File: config.mk
export PLATFORM = sky130hd
export DESIGN_NAME = fetch_unit_flat
export DESIGN_NICKNAME = d
export VERILOG_FILES = /design/src/rtl/fetch_unit_pkg.sv /design/src/rtl/fetch_unit_if.sv /design/src/rtl/fetch_unit_jump_predecoder.sv /design/src/rtl/fetch_unit.sv /design/src/flat_wrapper.sv
export SDC_FILE = /design/constraint.sdc
export NUM_CORES = 1
export LEC_CHECK = 0
export BUFFER_PORTS_ARGS = -buffer_cell sky130_fd_sc_hd__buf_2
export CORE_ASPECT_RATIO = 1.5
export CORE_MARGIN = 3
export CORE_UTILIZATION = 40
export DETAILED_ROUTE_END_ITERATION = 16
export GPL_TIMING_DRIVEN = 0
export HOLD_SLACK_MARGIN = 0.15
export PLACE_DENSITY_LB_ADDON = 0.3
export SETUP_SLACK_MARGIN = 0.15
export SLEW_MARGIN = 20
export SYNTH_ARGS = -nofsm -noshare
export SYNTH_HDL_FRONTEND = slang
export SYNTH_SLANG_ARGS = --single-unit
File: constraint.sdc
create_clock -name clk -period 1.8 [get_ports clk]
set_clock_uncertainty 0.1 [all_clocks]
set_input_delay 0 -clock clk [delete_from_list [all_inputs] [get_ports clk]]
set_output_delay 0 -clock clk [all_outputs]
set_load 0.1 [all_outputs]
File: src/rtl/fetch_unit_pkg.sv
// Shared constants and types for the instruction-fetch stage.
// FETCH_JUMP_PREDECODE_EN enables the in-fetch J redirect (see fetch_unit_jump_predecoder).
package fetch_unit_pkg;

    localparam logic [5:0]  OP_J              = 6'b000010;
    localparam logic [31:0] DEFAULT_RESET_PC  = 32'd0;
    localparam int unsigned DEFAULT_MEM_DEPTH = 128;

    // What the fetch state does at the next edge, in priority order.
    typedef enum logic [2:0] {
        ActRedirect,
        ActStall,
        ActJump,
        ActHalt,
        ActFetch
    } fetch_action_e;

    function automatic logic is_jump(input logic [5:0] opcode);
        return opcode == OP_J;
    endfunction

endpackage

File: src/rtl/fetch_unit_if.sv
// Fetch-stage bus: decode control, instruction memory address/data and decode-facing outputs.
// The predecode_redirect signal is only ever non-zero with FETCH_JUMP_PREDECODE_EN.
interface fetch_unit_if;

    logic        stall;
    logic        redirect_valid;
    logic [31:0] redirect_target;
    logic [31:0] pc;
    logic [31:0] inst;
    logic        fetch_valid;
    logic [31:0] fetch_pc;
    logic [31:0] fetch_inst;
    logic        halted;
    logic        predecode_redirect;

    modport master (
        input  stall, redirect_valid, redirect_target, inst,
        output pc, fetch_valid, fetch_pc, fetch_inst, halted, predecode_redirect
    );

    modport slave (
        output stall, redirect_valid, redirect_target, inst,
        input  pc, fetch_valid, fetch_pc, fetch_inst, halted, predecode_redirect
    );

endinterface

File: src/rtl/fetch_unit_jump_predecoder.sv
// Combinational J detector for the in-flight fetch word; target keeps the upper PC bits of pc+1.
// Only compiled in when FETCH_JUMP_PREDECODE_EN is defined.
`ifdef FETCH_JUMP_PREDECODE_EN
module fetch_unit_jump_predecoder
    import fetch_unit_pkg::*;
(
    input  logic [31:0] inst_i,
    input  logic [31:0] pc_i,
    output logic        is_j_o,
    output logic [31:0] target_o
);

    assign is_j_o = is_jump(inst_i[31:26]);

    // (pc+1)[31:26] is pc[31:26] plus the carry out of the low 26 bits.
    assign target_o = {pc_i[31:26] + {5'b0, &pc_i[25:0]}, inst_i[25:0]};

endmodule
`endif

File: src/rtl/fetch_unit.sv
// Instruction-fetch stage: owns the PC, replays on stall, handles redirects and end-of-memory halt.
// Define FETCH_JUMP_PREDECODE_EN to let fetch resolve J instructions itself.
module fetch_unit
    import fetch_unit_pkg::*;
#(
    parameter logic [31:0] RESET_PC  = DEFAULT_RESET_PC,
    parameter int unsigned MEM_DEPTH = DEFAULT_MEM_DEPTH
) (
    input logic          clk,
    input logic          rst,
    fetch_unit_if.master bus
);

    logic [31:0]   pc_reg_q, pc_reg_d;
    logic [31:0]   fetch_pc_q, fetch_pc_d;
    logic          fetch_valid_q, fetch_valid_d;
    logic          halted_q, halted_d;
    logic          jump_hit;
    logic [31:0]   jump_target;
    fetch_action_e action;

`ifdef FETCH_JUMP_PREDECODE_EN
    logic is_j;

    fetch_unit_jump_predecoder u_jump_predecoder (
        .inst_i   (bus.inst),
        .pc_i     (fetch_pc_q),
        .is_j_o   (is_j),
        .target_o (jump_target)
    );

    assign jump_hit = is_j & fetch_valid_q;
`else
    assign jump_hit    = 1'b0;
    assign jump_target = '0;
`endif

    always_comb begin
        if (bus.redirect_valid) begin
            action = ActRedirect;
        end else if (bus.stall) begin
            action = ActStall;
        end else if (jump_hit) begin
            action = ActJump;
        end else if (pc_reg_q >= MEM_DEPTH) begin
            action = ActHalt;
        end else begin
            action = ActFetch;
        end
    end

    always_comb begin
        pc_reg_d      = pc_reg_q;
        fetch_pc_d    = fetch_pc_q;
        fetch_valid_d = fetch_valid_q;
        halted_d      = halted_q;
        unique case (action)
            ActRedirect: begin
                pc_reg_d      = bus.redirect_target;
                fetch_valid_d = 1'b0;
                if (bus.redirect_target < MEM_DEPTH) begin
                    halted_d = 1'b0;
                end
            end
            ActStall: begin
            end
            ActJump: begin
                pc_reg_d      = jump_target;
                fetch_valid_d = 1'b0;
            end
            ActHalt: begin
                fetch_valid_d = 1'b0;
                halted_d      = 1'b1;
            end
            ActFetch: begin
                fetch_pc_d    = pc_reg_q;
                fetch_valid_d = 1'b1;
                pc_reg_d      = pc_reg_q + 32'd1;
            end
            default: begin
            end
        endcase
    end

    always_ff @(posedge clk) begin
        if (rst) begin
            pc_reg_q      <= RESET_PC;
            fetch_pc_q    <= '0;
            fetch_valid_q <= 1'b0;
            halted_q      <= 1'b0;
        end else begin
            pc_reg_q      <= pc_reg_d;
            fetch_pc_q    <= fetch_pc_d;
            fetch_valid_q <= fetch_valid_d;
            halted_q      <= halted_d;
        end
    end

    // A stall re-reads the held word so the memory output stays put.
    always_comb begin
        if (rst) begin
            bus.pc = RESET_PC;
        end else if (bus.stall && !bus.redirect_valid) begin
            bus.pc = fetch_pc_q;
        end else begin
            bus.pc = pc_reg_q;
        end
    end

    assign bus.fetch_valid        = fetch_valid_q;
    assign bus.fetch_pc           = fetch_pc_q;
    assign bus.fetch_inst         = bus.inst;
    assign bus.halted             = halted_q;
    assign bus.predecode_redirect = (action == ActJump) && !rst;

endmodule
File: src/flat_wrapper.sv
// flat-port wrapper written by rule: the top's interface ports become plain ports
module fetch_unit_flat import fetch_unit_pkg::*;
#(
    parameter logic [31:0] RESET_PC  = DEFAULT_RESET_PC,
    parameter int unsigned MEM_DEPTH = DEFAULT_MEM_DEPTH
)
  (clk, rst, bus_stall, bus_redirect_valid, bus_redirect_target, bus_inst, bus_pc, bus_fetch_valid, bus_fetch_pc, bus_fetch_inst, bus_halted, bus_predecode_redirect);
  fetch_unit_if bus_i ();
  input logic clk;
  input logic rst;
  input wire logic [$bits(bus_i.stall)-1:0] bus_stall;
  input wire logic [$bits(bus_i.redirect_valid)-1:0] bus_redirect_valid;
  input wire logic [$bits(bus_i.redirect_target)-1:0] bus_redirect_target;
  input wire logic [$bits(bus_i.inst)-1:0] bus_inst;
  output wire logic [$bits(bus_i.pc)-1:0] bus_pc;
  output wire logic [$bits(bus_i.fetch_valid)-1:0] bus_fetch_valid;
  output wire logic [$bits(bus_i.fetch_pc)-1:0] bus_fetch_pc;
  output wire logic [$bits(bus_i.fetch_inst)-1:0] bus_fetch_inst;
  output wire logic [$bits(bus_i.halted)-1:0] bus_halted;
  output wire logic [$bits(bus_i.predecode_redirect)-1:0] bus_predecode_redirect;
  assign bus_i.stall = bus_stall;
  assign bus_i.redirect_valid = bus_redirect_valid;
  assign bus_i.redirect_target = bus_redirect_target;
  assign bus_i.inst = bus_inst;
  assign bus_pc = bus_i.pc;
  assign bus_fetch_valid = bus_i.fetch_valid;
  assign bus_fetch_pc = bus_i.fetch_pc;
  assign bus_fetch_inst = bus_i.fetch_inst;
  assign bus_halted = bus_i.halted;
  assign bus_predecode_redirect = bus_i.predecode_redirect;
  fetch_unit #(.RESET_PC(RESET_PC), .MEM_DEPTH(MEM_DEPTH)) u_core (.clk(clk), .rst(rst), .bus(bus_i));
endmodule
==> results of run 1 <==
## registers in the layout (all words and copies together), names as in the netlist
register,count
u_core.bus.fetch_valid,1
u_core.pc_reg_q,32
u_core.bus.halted,1
u_core.bus.fetch_pc,32
## logic make-up after synthesis
kind of cell | Yosys count | share of synthesized area (%)
buffers and inverters | 64 | 11.3
and+or+nand+nor | 174 | 27.7
adders and majority gates | 2 | 0.759
other | 1 | 0.114
muxes | 24 | 7.28
DFF | 66 | 40.1
AOI/OAI and AO/OA | 69 | 12.7
## Yosys cell counts
library cell	n	area, µm²
nand4b_1	1	8.76
nand4_1	10	62.6
o211ai_1	2	15.0
a211oi_1	1	7.51
nor4_1	8	50.1
a2111oi_2	1	15.0
or2_2	1	6.26
clkinv_1	1	3.75
a311oi_1	3	26.3
o21ai_0	6	30.0
nor3_1	2	10.0
buf_4	34	255
o31a_1	1	8.76
nand2_1	70	263
a311o_1	2	20.0
and3_1	1	6.26
nor4b_1	1	8.76
clkbuf_1	21	78.8
and2_1	26	163
a31oi_1	2	12.5
and4b_1	1	10.0
conb_1	1	3.75
inv_1	3	11.3
nand3_1	6	30.0
or4_1	1	7.51
nand4_2	1	12.5
nor2_1	33	124
o221ai_1	1	8.76
ha_1	2	25.0
buf_2	5	25.0
a21boi_0	1	7.51
and4_1	1	8.76
mux2i_1	24	240
o31ai_1	7	52.6
a21oi_1	41	205
a221o_1	1	10.0
nand2_2	1	6.26
nor2b_1	3	18.8
nor4_4	5	106
dfxtp_1	66	1320
or3_1	2	12.5
## power groups by stage
| stage | logic (W) | clock network (W) | registers [W] |
|---|---|---|---|
| after floorplan | 0.000827 | 0 | 0.00160 |
| after global placement | 0.00101 | 0 | 0.00160 |
| after detailed placement | 0.00101 | 0 | 0.00161 |
| after CTS | 0.00115 | 0.00181 | 0.00158 |
| after global routing | 0.00125 | 0.00187 | 0.00158 |
| final | 0.00120 | 0.00179 | 0.00158 |
## final cells by class
type                            count  area, µm²  share of cell area (%)
Sequential cell                    66       1380                    24.4
Tap cell                          102        128                    2.26
Buffer                             60        425                    7.54
Multi-Input combinational cell    270       2090                    37.0
Clock buffer                       13        270                    4.79
Clock inverter                      2       35.0                   0.621
Timing Repair Buffer              183       1300                    23.1
Inverter                            4       16.3                   0.288
## per-layer routing
layer | track usage, % | share of wire (%) | vias up
li1 | - | - | 1738
met1 | 26.0 | 34 | 1731
met2 | 46.9 | 55 | 188
met3 | 5.67 | 7.8 | 34
met4 | 12.0 | 3.3 | 0
met5 | 0 | 0 | -
## worst max-delay path: cells and delay by family, from the launching register on
kind	cells	cell delay [ps]
compound gates	1	170
buf+inv	1	190
flops	1	330
simple gates	3	880
## per-stage QoR
stage          setup TNS (ps)  hold WS (ps)  setup WS [ps]
2_1_floorplan               0          47.2            173
3_3_place_gp           -12240           154           -276
3_5_place_dp           -13440           165           -332
4_1_cts                     0         -10.5           36.7
5_1_grt                  -372           182          -41.2
6_report                    0           164           13.8
## worst max-delay path by stage
stage,start,endpoint
3_5_place_dp,u_core.pc_reg_q[10],u_core.bus.fetch_pc[21]
3_3_place_gp,bus_redirect_valid,bus_pc[9]
5_1_grt,u_core.pc_reg_q[31],u_core.pc_reg_q[2]
4_1_cts,u_core.pc_reg_q[27],u_core.bus.fetch_pc[21]
6_report,u_core.pc_reg_q[20],u_core.bus.fetch_pc[18]
2_1_floorplan,u_core.pc_reg_q[20],u_core.pc_reg_q[5]
## timing repair
item | 4_1_cts | 5_1_grt
cloned | 1 | 1
pin swaps | 19 | 22
endpoints found under the hold margin | 59 | 2
buffers inserted | 8 | 3
resized for setup | 79 | 39
hold buffers | 37 | 1
setup endpoints to repair | 74 | 58
==> results.md, run 1 <==
- Crit path launch type: flop
- Core Area: 7810 µm²
- Worst r2r src: u_core.pc_reg_q[20]
- CP Data Arrival Time: 1910 ps
- Status: completed
- Hold Path Depth: 4
- Worst hold endpoint: u_core.pc_reg_q[1]
- Worst-Margin Slew: 640 ps
- Worst reg2reg setup slack: 10 ps
- DP HPWL: 7.99 mm
- P&R area growth vs syn: 71.1%
- Worst path slowest cell: nor4_4
- Final Critical Period: 1790 ps
- Height of the die: 117 µm
- Register share of total power: 34.6%
- CTS tree: done
- Fmax: 0.560 GHz
- Synthesis Warnings: 0
- Maximum number of pins on one net before global-route repair: 11
- Via count: 3,691
- Nets: 664
- Critical path, cell by cell: nor4_4, and4b_2, a31oi_4, buf_4, and2_1
- Sequential fraction of the synthesis area: 40.1%
- Fin area: 5640 µm²
- Port bufs: 132
- Mapped Area: 3300 µm²
- GP Congestion: 0.902
- Number of antenna diodes: 0
- Initial Util: 42.2%
- Number of global-route vias before repair: 3,684
- Mapped Cells: 400
- Area after DPL: 4490 µm²
- Crit-path max cell delay: 360 ps
- Num Clock Sinks: 66
- Register bit total from synthesis: 66
- Final setup violation count: 0
- Design Power: 0.00457 W
- Worst Path Required: 1920 ps
- Share of cells above drive strength 1: 52.8%
- Wirelength per Cell: 16.8 µm
- Layout Utilization: 72.3%
- Worst skew pair latency: 340 ps
- Starting DRT DRC Count: 206
- First-pass GRT wire length: 18.0 mm
- Count of different cell masters after synthesis: 41
- Reg clk slew, reported paths: 50 ps
- Worst r2r dst: u_core.bus.fetch_pc[18]
- Number of max-cap violations: 0
- Row count: 39
- Slew Viols, Final: 0
- Most frequent cells in the layout: buf_2 (107), nand2_1 (70), buf_4 (56)
- Worst-case clock buffer depth: 2
- Setup CP Type: reg2reg
- Die W: 80.1 µm
- DRC violations left: 0
- Net load switching power: 0.00151 W
- CTS Buf Count: 9
- Combinational Power Share: 26.2%
- Overall Global Routing Usage: 25.1%
- Commonest non-fill, non-tap cell in the layout: buf_2
- Sw frac: 33.0%
- Placed cell count: 634
- Vias per cell: 5.27
- Max transition margin: 57.3%
- Initial antenna violation count: 0
- Power Density: 810 nW/µm²
- Syn_area_per_cell: 8.25 µm²
- Tcrit/Tclk final: 99.2%
- Area of the die: 9390 µm²
- CP Max Fanout: 5
- Clk pwr share: 39.2%
- Non-Filler Instances: 700
- Final hold vios: 0
- Root Buffer Master: clkbuf_16
- TritonRoute pass-1 iters: 4
- RSZ-0062 raised after global routing: true
- WL final: 11.7 mm
- Reg2Reg Depth: 5
- H-tree depth: 3
- GRT overflow: 0
- Maximum VDD drop: 0.000706 V
- Crit end category: flop
- Syn nets: 470
- Int Pwr: 0.00306 W
- Leakage: 2.45 nW
- Fillcell total: 599
- Number of antenna-violating nets in the routed design: 0
- IO Pins: 167
- Worst min-delay path startpoint: bus_redirect_valid
- Min-delay worst type: in2reg
Power figures use the tool's default switching activity.
==> run 2: changes to the inputs <==
--- a/config.mk
+++ b/config.mk
@@ -7,7 +7,6 @@
 export LEC_CHECK = 0
 export BUFFER_PORTS_ARGS = -buffer_cell sky130_fd_sc_hd__buf_2
 export CORE_ASPECT_RATIO = 1.5
-export CORE_MARGIN = 3
 export CORE_UTILIZATION = 40
 export DETAILED_ROUTE_END_ITERATION = 16
 export GPL_TIMING_DRIVEN = 0
==> constraint.sdc (replaced) <==
create_clock -name clk -period 1.5 [get_ports clk]
set_clock_uncertainty 0.1 [all_clocks]
set_input_delay 0 -clock clk [delete_from_list [all_inputs] [get_ports clk]]
set_output_delay 0 -clock clk [all_outputs]
set_load 0.1 [all_outputs]
==> run 2 against run 1 <==
Against the previous run: routed wire length is 5.3% higher; maximum frequency is 4.5% lower; highest routed layer unchanged; sequential cell count stayed put; global-route usage is 1.8 points higher; the run now ends with setup timing left.
==> results.md, run 2 (synthesis gave the netlist of run 1 again) <==
- Reg clk slew, reported paths: 60 ps (was 50 ps)
- Final Critical Period: 1870 ps (was 1790 ps)
- CP Max Fanout: 5 (unchanged)
- Failing checks: setup timing
- Core Area: 8010 µm² (was 7810 µm²)
- Number of antenna diodes: 0 (unchanged)
- Initial antenna violation count: 0 (unchanged)
- Worst r2r src: u_core.pc_reg_q[27] (was u_core.pc_reg_q[20])
- Status: finished with violations (was completed)
- DRC violations left: 0 (unchanged)
- Non-Filler Instances: 716 (was 700)
- GP Congestion: 0.891 (was 0.902)
- Crit path launch type: flop (unchanged)
- IO Pins: 167 (unchanged)
- CTS tree: done (unchanged)
- Layout Utilization: 79.5% (was 72.3%)
- DP HPWL: 7.56 mm (was 7.99 mm)
- Nets: 676 (was 664)
- Most frequent cells in the layout: buf_2 (104), buf_4 (46), dlygate4sd3_1 (41) (was buf_2 (107), nand2_1 (70), buf_4 (56))
- Wirelength per Cell: 17.3 µm (was 16.8 µm)
- Via count: 3,774 (was 3,691)
- Power Density: 898 nW/µm² (was 810 nW/µm²)
- PnR worst setup slack: -370 ps (was 13.8 ps)
- RSZ-0062 raised after global routing: true (unchanged)
- P&R area growth vs syn: 93.1% (was 71.1%)
- Vias per cell: 5.27 (about the same)
- Port bufs: 132 (unchanged)
- Multi-input gate area: 2230 µm² (was 2090 µm²)
- GRT overflow: 0 (unchanged)
- Worst reg2reg setup slack: -370 ps (was 10 ps)
- Number of global-route vias before repair: 3,732 (was 3,684)
- Height of the die: 113 µm (was 117 µm)
- Number of antenna-violating nets in the routed design: 0 (unchanged)
- Maximum number of pins on one net before global-route repair: 12 (was 11)
- Row count: 40 (was 39)
- WL final: 12.4 mm (was 11.7 mm)
- Final setup violation count: 42 (was 0)
- CP Data Arrival Time: 2000 ps (was 1910 ps)
- Number of max-cap violations: 0 (unchanged)
- Setup CP Type: reg2reg (unchanged)
- Final hold vios: 0 (unchanged)
- Fillcell total: 505 (was 599)
- Slew Viols, Final: 0 (unchanged)
- Design Power: 0.00572 W (was 0.00457 W)
- Placed cell count: 637 (was 634)
- Maximum VDD drop: 0.000769 V (was 0.000706 V)
- Share of cells above drive strength 1: 63.8% (was 52.8%)
- Worst skew pair latency: 340 ps (about the same)
- Min-delay worst type: in2reg (unchanged)
- Reg2Reg Depth: 6 (was 5)
- H-tree depth: 3 (unchanged)
- CTS Buf Count: 9 (unchanged)
- TritonRoute pass-1 iters: 4 (unchanged)
- Worst-case clock buffer depth: 2 (unchanged)
- Fmax: 0.535 GHz (was 0.560 GHz)
- Worst-Margin Slew: 645 ps (was 640 ps)
- Area of the die: 8620 µm² (was 9390 µm²)
- Reg area: 1480 µm² (was 1380 µm²)
- Root Buffer Master: clkbuf_16 (unchanged)
- Max transition margin: 57.0% (was 57.3%)
- Worst Setup EP: u_core.bus.fetch_pc[27] (was u_core.bus.fetch_pc[18])
- Crit end category: flop (unchanged)
- Commonest non-fill, non-tap cell in the layout: buf_2 (unchanged)
- Die W: 76.1 µm (was 80.1 µm)
- Worst r2r dst: u_core.bus.fetch_pc[27] (was u_core.bus.fetch_pc[18])
- Overall Global Routing Usage: 26.9% (was 25.1%)
- Worst Path Required: 1630 ps (was 1920 ps)
- Initial Util: 41.2% (was 42.2%)
- Starting DRT DRC Count: 198 (was 206)
- Tcrit/Tclk final: 125% (was 99.2%)
- Crit path from: u_core.pc_reg_q[27] (was u_core.pc_reg_q[20])
- First-pass GRT wire length: 18.0 mm (unchanged)
- Leakage: 2.68 nW (was 2.45 nW)
- Num Clock Sinks: 66 (unchanged)
-- run 2: layout make-up --
cell class                 instances  share of cell area [%]
multi-input combinational        270                    35.0
timing repair buffer             195                    26.7
sequential                        66                    23.2
buffer                            60                    7.64
clock buffer                      11                    3.81
tap                              105                    2.06
clock inverter                     5                    1.22
inverter                           4                   0.275
-- run 2: through the flow --
step           area (µm²)  setup TNS (ps)  hold slack [ps]  worst slack [ps]
6_report             6370          -13740              138              -370
5_1_grt              6370          -17210              172              -460
4_1_cts              5980          -10610              150              -332
3_5_place_dp         4730          -20390              162              -553
3_3_place_gp         4730          -18310              151              -472
2_1_floorplan        3940           -1950             47.1             -68.9
-- run 2: how the worst min path moves through the flow --
stage               cells after the start                     from             endpoint
global placement                        3  bus_redirect_target[24]  u_core.pc_reg_q[24]
floorplan                               2  bus_redirect_target[31]  u_core.pc_reg_q[31]
detailed placement                      3  bus_redirect_target[29]  u_core.pc_reg_q[29]
global route                            4                      rst   u_core.pc_reg_q[4]
finish                                  4                      rst   u_core.pc_reg_q[4]
CTS                                     5                bus_stall   u_core.pc_reg_q[2]
-- run 2: critical path: stages, from the launching register on --
cell     delay [ps]
dfxtp_4         360
nor4_4          360
and4b_2         320
buf_6           120
a31oi_4         170
buf_8           200
and2_4          130
-- run 2: where the power goes --
group	switching [W]	total [W]	internal [W]
combinational	0.00103	0.00158	0.000550
clock	0.000800	0.00229	0.00149
sequential	0.0000815	0.00184	0.00176
total	0.00191	0.00572	0.00380
-- run 2: layer usage --
metal	track usage, %	vias to the layer above	share of wire (%)
met2	50.9	172	55
met4	15.5	0	4.0
met3	4.35	37	5.2
met1	27.7	1800	36
li1	-	1765	-
met5	0	-	0
-- run 2: repair_timing --
item                                   in CTS  in global routing
endpoints found under the hold margin      59                  1
resized for setup                         117                 91
buffers inserted                           10                  7
hold buffers                               40                  1
gates cloned                                4                  1
pin swaps                                  35                 17
setup endpoints to repair                  74                 69
==> run 3: changes to the inputs <==
==> constraint.sdc (replaced) <==
create_clock -name clk -period 1.5 [get_ports clk]
set_clock_uncertainty 0.1 [all_clocks]
set_input_delay 0 -clock clk [delete_from_list [all_inputs] [get_ports clk]]
set_output_delay 0 -clock clk [all_outputs]
set_load 0.05 [all_outputs]
==> run 3 against run 2 <==
Against the previous run: the flow still finishes with violations (setup timing); worst hold slack improved by 22 ps; sequential power rose by 3%; count of clock-buffer cells in the layout rose by 1; setup slack improved by 98 ps; maximum frequency rose by 5.5%; sequential cell count did not move; total power fell by 11%; critical endpoint is now u_core.bus.fetch_pc[26]; largest power group unchanged.
==> results.md, run 3 (synthesis gave the netlist of run 1 again) <==
- Status: finished with violations (unchanged)
- Failing checks: setup timing (unchanged)
- Worst hold endpoint: u_core.pc_reg_q[4] (unchanged)
- RSZ-0062 raised after global routing: true (unchanged)
- Crit end category: flop (unchanged)
- DRC violations left: 0 (unchanged)
- Worst skew pair latency: 330 ps (was 340 ps)
- Area of the die: 8620 µm² (unchanged)
- Min-delay worst type: in2reg (unchanged)
- Number of antenna-violating nets in the routed design: 0 (unchanged)
- GRT met2 Usage: 50.5% (was 50.9%)
- Commonest non-fill, non-tap cell in the layout: buf_2 (unchanged)
- CP Max Fanout: 10 (was 5)
- CP Data Arrival Time: 1890 ps (was 2000 ps)
- Hold Path Depth: 4 (unchanged)
- Busiest grt layer: met2 (unchanged)
- M3 GR Usage: 5.73% (was 4.35%)
- Number of antenna diodes: 0 (unchanged)
- Height of the die: 113 µm (unchanged)
- Fillcell total: 603 (was 505)
- GRT overflow: 0 (unchanged)
- Number of global-route vias before repair: 3,527 (was 3,732)
- Starting DRT DRC Count: 153 (was 198)
- Worst-case clock buffer depth: 2 (unchanged)
- Num Clock Sinks: 66 (unchanged)
- P&R area growth vs syn: 71.4% (was 93.1%)
- Setup CP Type: reg2reg (unchanged)
- Port bufs: 132 (unchanged)
- WL final: 11.4 mm (was 12.4 mm)
- First-pass GRT wire length: 17.5 mm (was 18.0 mm)
- Maximum number of pins on one net before global-route repair: 11 (was 12)
- Critical path, cell by cell: nor4_4, and4b_2, a31oi_4, buf_8, and2_1 (was nor4_4, and4b_2, buf_6, a31oi_4, buf_8, and2_4)
- M1 GR Usage: 26.7% (was 27.7%)
- Via count: 3,582 (was 3,774)
- Reg clk slew, reported paths: 50 ps (was 60 ps)
- CTS Buf Count: 9 (unchanged)
- Worst reg2reg setup slack: -270 ps (was -370 ps)
- Reg2Reg Depth: 5 (was 6)
- Overall Global Routing Usage: 26.3% (was 26.9%)
- GP Congestion: 0.880 (was 0.891)
- Max transition margin: 48.8% (was 57.0%)
- Die W: 76.1 µm (unchanged)
- Reg area: 1360 µm² (was 1480 µm²)
- Final hold vios: 0 (unchanged)
- Worst Path Required: 1620 ps (was 1630 ps)
- Core Area: 8010 µm² (unchanged)
- PnR worst setup slack: -272 ps (was -370 ps)
- Final setup violation count: 42 (unchanged)
- Worst r2r dst: u_core.bus.fetch_pc[26] (was u_core.bus.fetch_pc[27])
- Area after DPL: 4490 µm² (was 4730 µm²)
- Initial antenna violation count: 0 (unchanged)
- Vias per cell: 5.10 (was 5.27)
- Maximum VDD drop: 0.000851 V (was 0.000769 V)
- Tcrit/Tclk final: 118% (was 125%)
- IO Pins: 167 (unchanged)
- H-tree depth: 3 (unchanged)
- Wirelength per Cell: 16.2 µm (was 17.3 µm)
- Power Density: 903 nW/µm² (was 898 nW/µm²)
- Crit path launch type: flop (unchanged)
- Final Critical Period: 1770 ps (was 1870 ps)
- Worst path slowest cell: nor4_4 (was dfxtp_4)
- Root Buffer Master: clkbuf_16 (unchanged)
- Fin Setup TNS: -10,080 ps (was -13,740 ps)
- Slew Viols, Final: 0 (unchanged)
- Share of cells above drive strength 1: 49.2% (was 63.8%)
- TritonRoute pass-1 iters: 4 (unchanged)
- Fin area: 5650 µm² (was 6370 µm²)
- Worst-Margin Slew: 768 ps (was 645 ps)
- DP HPWL: 7.69 mm (was 7.56 mm)
- Most frequent cells in the layout: buf_2 (104), nand2_1 (69), buf_4 (63) (was buf_2 (104), buf_4 (46), dlygate4sd3_1 (41))
- Crit-path max cell delay: 360 ps (about the same)
- Nets: 664 (was 676)
- Multi-input gate area: 2100 µm² (was 2230 µm²)
- Number of max-cap violations: 0 (unchanged)
- Initial Util: 41.2% (unchanged)
- Worst min-delay path startpoint: rst (unchanged)
- Leakage: 2.43 nW (was 2.68 nW)
- Fmax: 0.564 GHz (was 0.535 GHz)
- CTS tree: done (unchanged)
- Worst r2r src: u_core.pc_reg_q[24] (was u_core.pc_reg_q[27])
- Row count: 40 (unchanged)
==> run 3: cell types whose count changed in the layout (fill, tap and decap cells not counted), moves of 22 or more <==
cell | previous run | this run
and2_4 | 22 | 0
dfxtp_4 | 35 | 3
dfxtp_1 | 10 | 45
nand2_2 | 34 | 1
and2_1 | 4 | 26
nand2_1 | 35 | 69
==> run 3: metrics by stage <==
stage	hold slack, ps	setup WS (ps)	cells	power, W	utilization [%]
final	160	-272	703	0.00510	70.6
after global routing	191	-353	703	0.00526	70.6
after CTS	131	-233	701	0.00509	69.1
after detailed placement	165	-505	637	0.00286	56.0
after global placement	151	-447	637	0.00285	56.0
after floorplan	47.1	-70.2	400	0.00262	-
==> run 3: report_power, final <==
part           total, W  switching, W  internal [W]
clock network   0.00206      0.000746       0.00132
registers       0.00190     0.0000819       0.00182
logic           0.00114      0.000687      0.000456
==> run 3: worst max path at each step <==
stage | from | end | slack, ps | cells after the start
finish | u_core.pc_reg_q[24] | u_core.bus.fetch_pc[26] | -270 | 5
global route | u_core.pc_reg_q[24] | u_core.pc_reg_q[3] | -350 | 5
CTS | u_core.pc_reg_q[27] | u_core.pc_reg_q[6] | -230 | 6
detailed placement | u_core.pc_reg_q[21] | u_core.bus.fetch_pc[14] | -500 | 5
global placement | u_core.pc_reg_q[21] | u_core.bus.fetch_pc[13] | -450 | 5
floorplan | u_core.pc_reg_q[27] | u_core.bus.fetch_pc[13] | -70 | 5
==> run 3: cell type report <==
cell class / count / area share (%)
flip-flops and latches: 66 / 24.0
multi-input cells: 270 / 37.2
plain buffers: 60 / 8.52
repair buffers: 183 / 22.6
clock buffers: 12 / 4.36
well taps: 105 / 2.32
clock inverters: 3 / 0.708
inverters: 4 / 0.354
==> run 3: what timing repair did <==
action,in CTS,in global routing
setup endpoints to repair,74,63
hold buffers,39,0
resized for setup,84,39
pin swaps,15,12
hold endpoints to repair,59,0
setup buffers,10,2
==> run 3: worst max-delay path: cells and delay by family, from the launching register on <==
family | cells | cell delay, ps
buf+inv | 1 | 170
simple gates | 3 | 870
compound gates | 1 | 170
flops | 1 | 340
==> run 3: metal layers <==
metal	up-vias	share of wire [%]
met5	-	0
met4	0	2.1
met3	18	5.4
met2	146	56
met1	1678	36
li1	1740	-
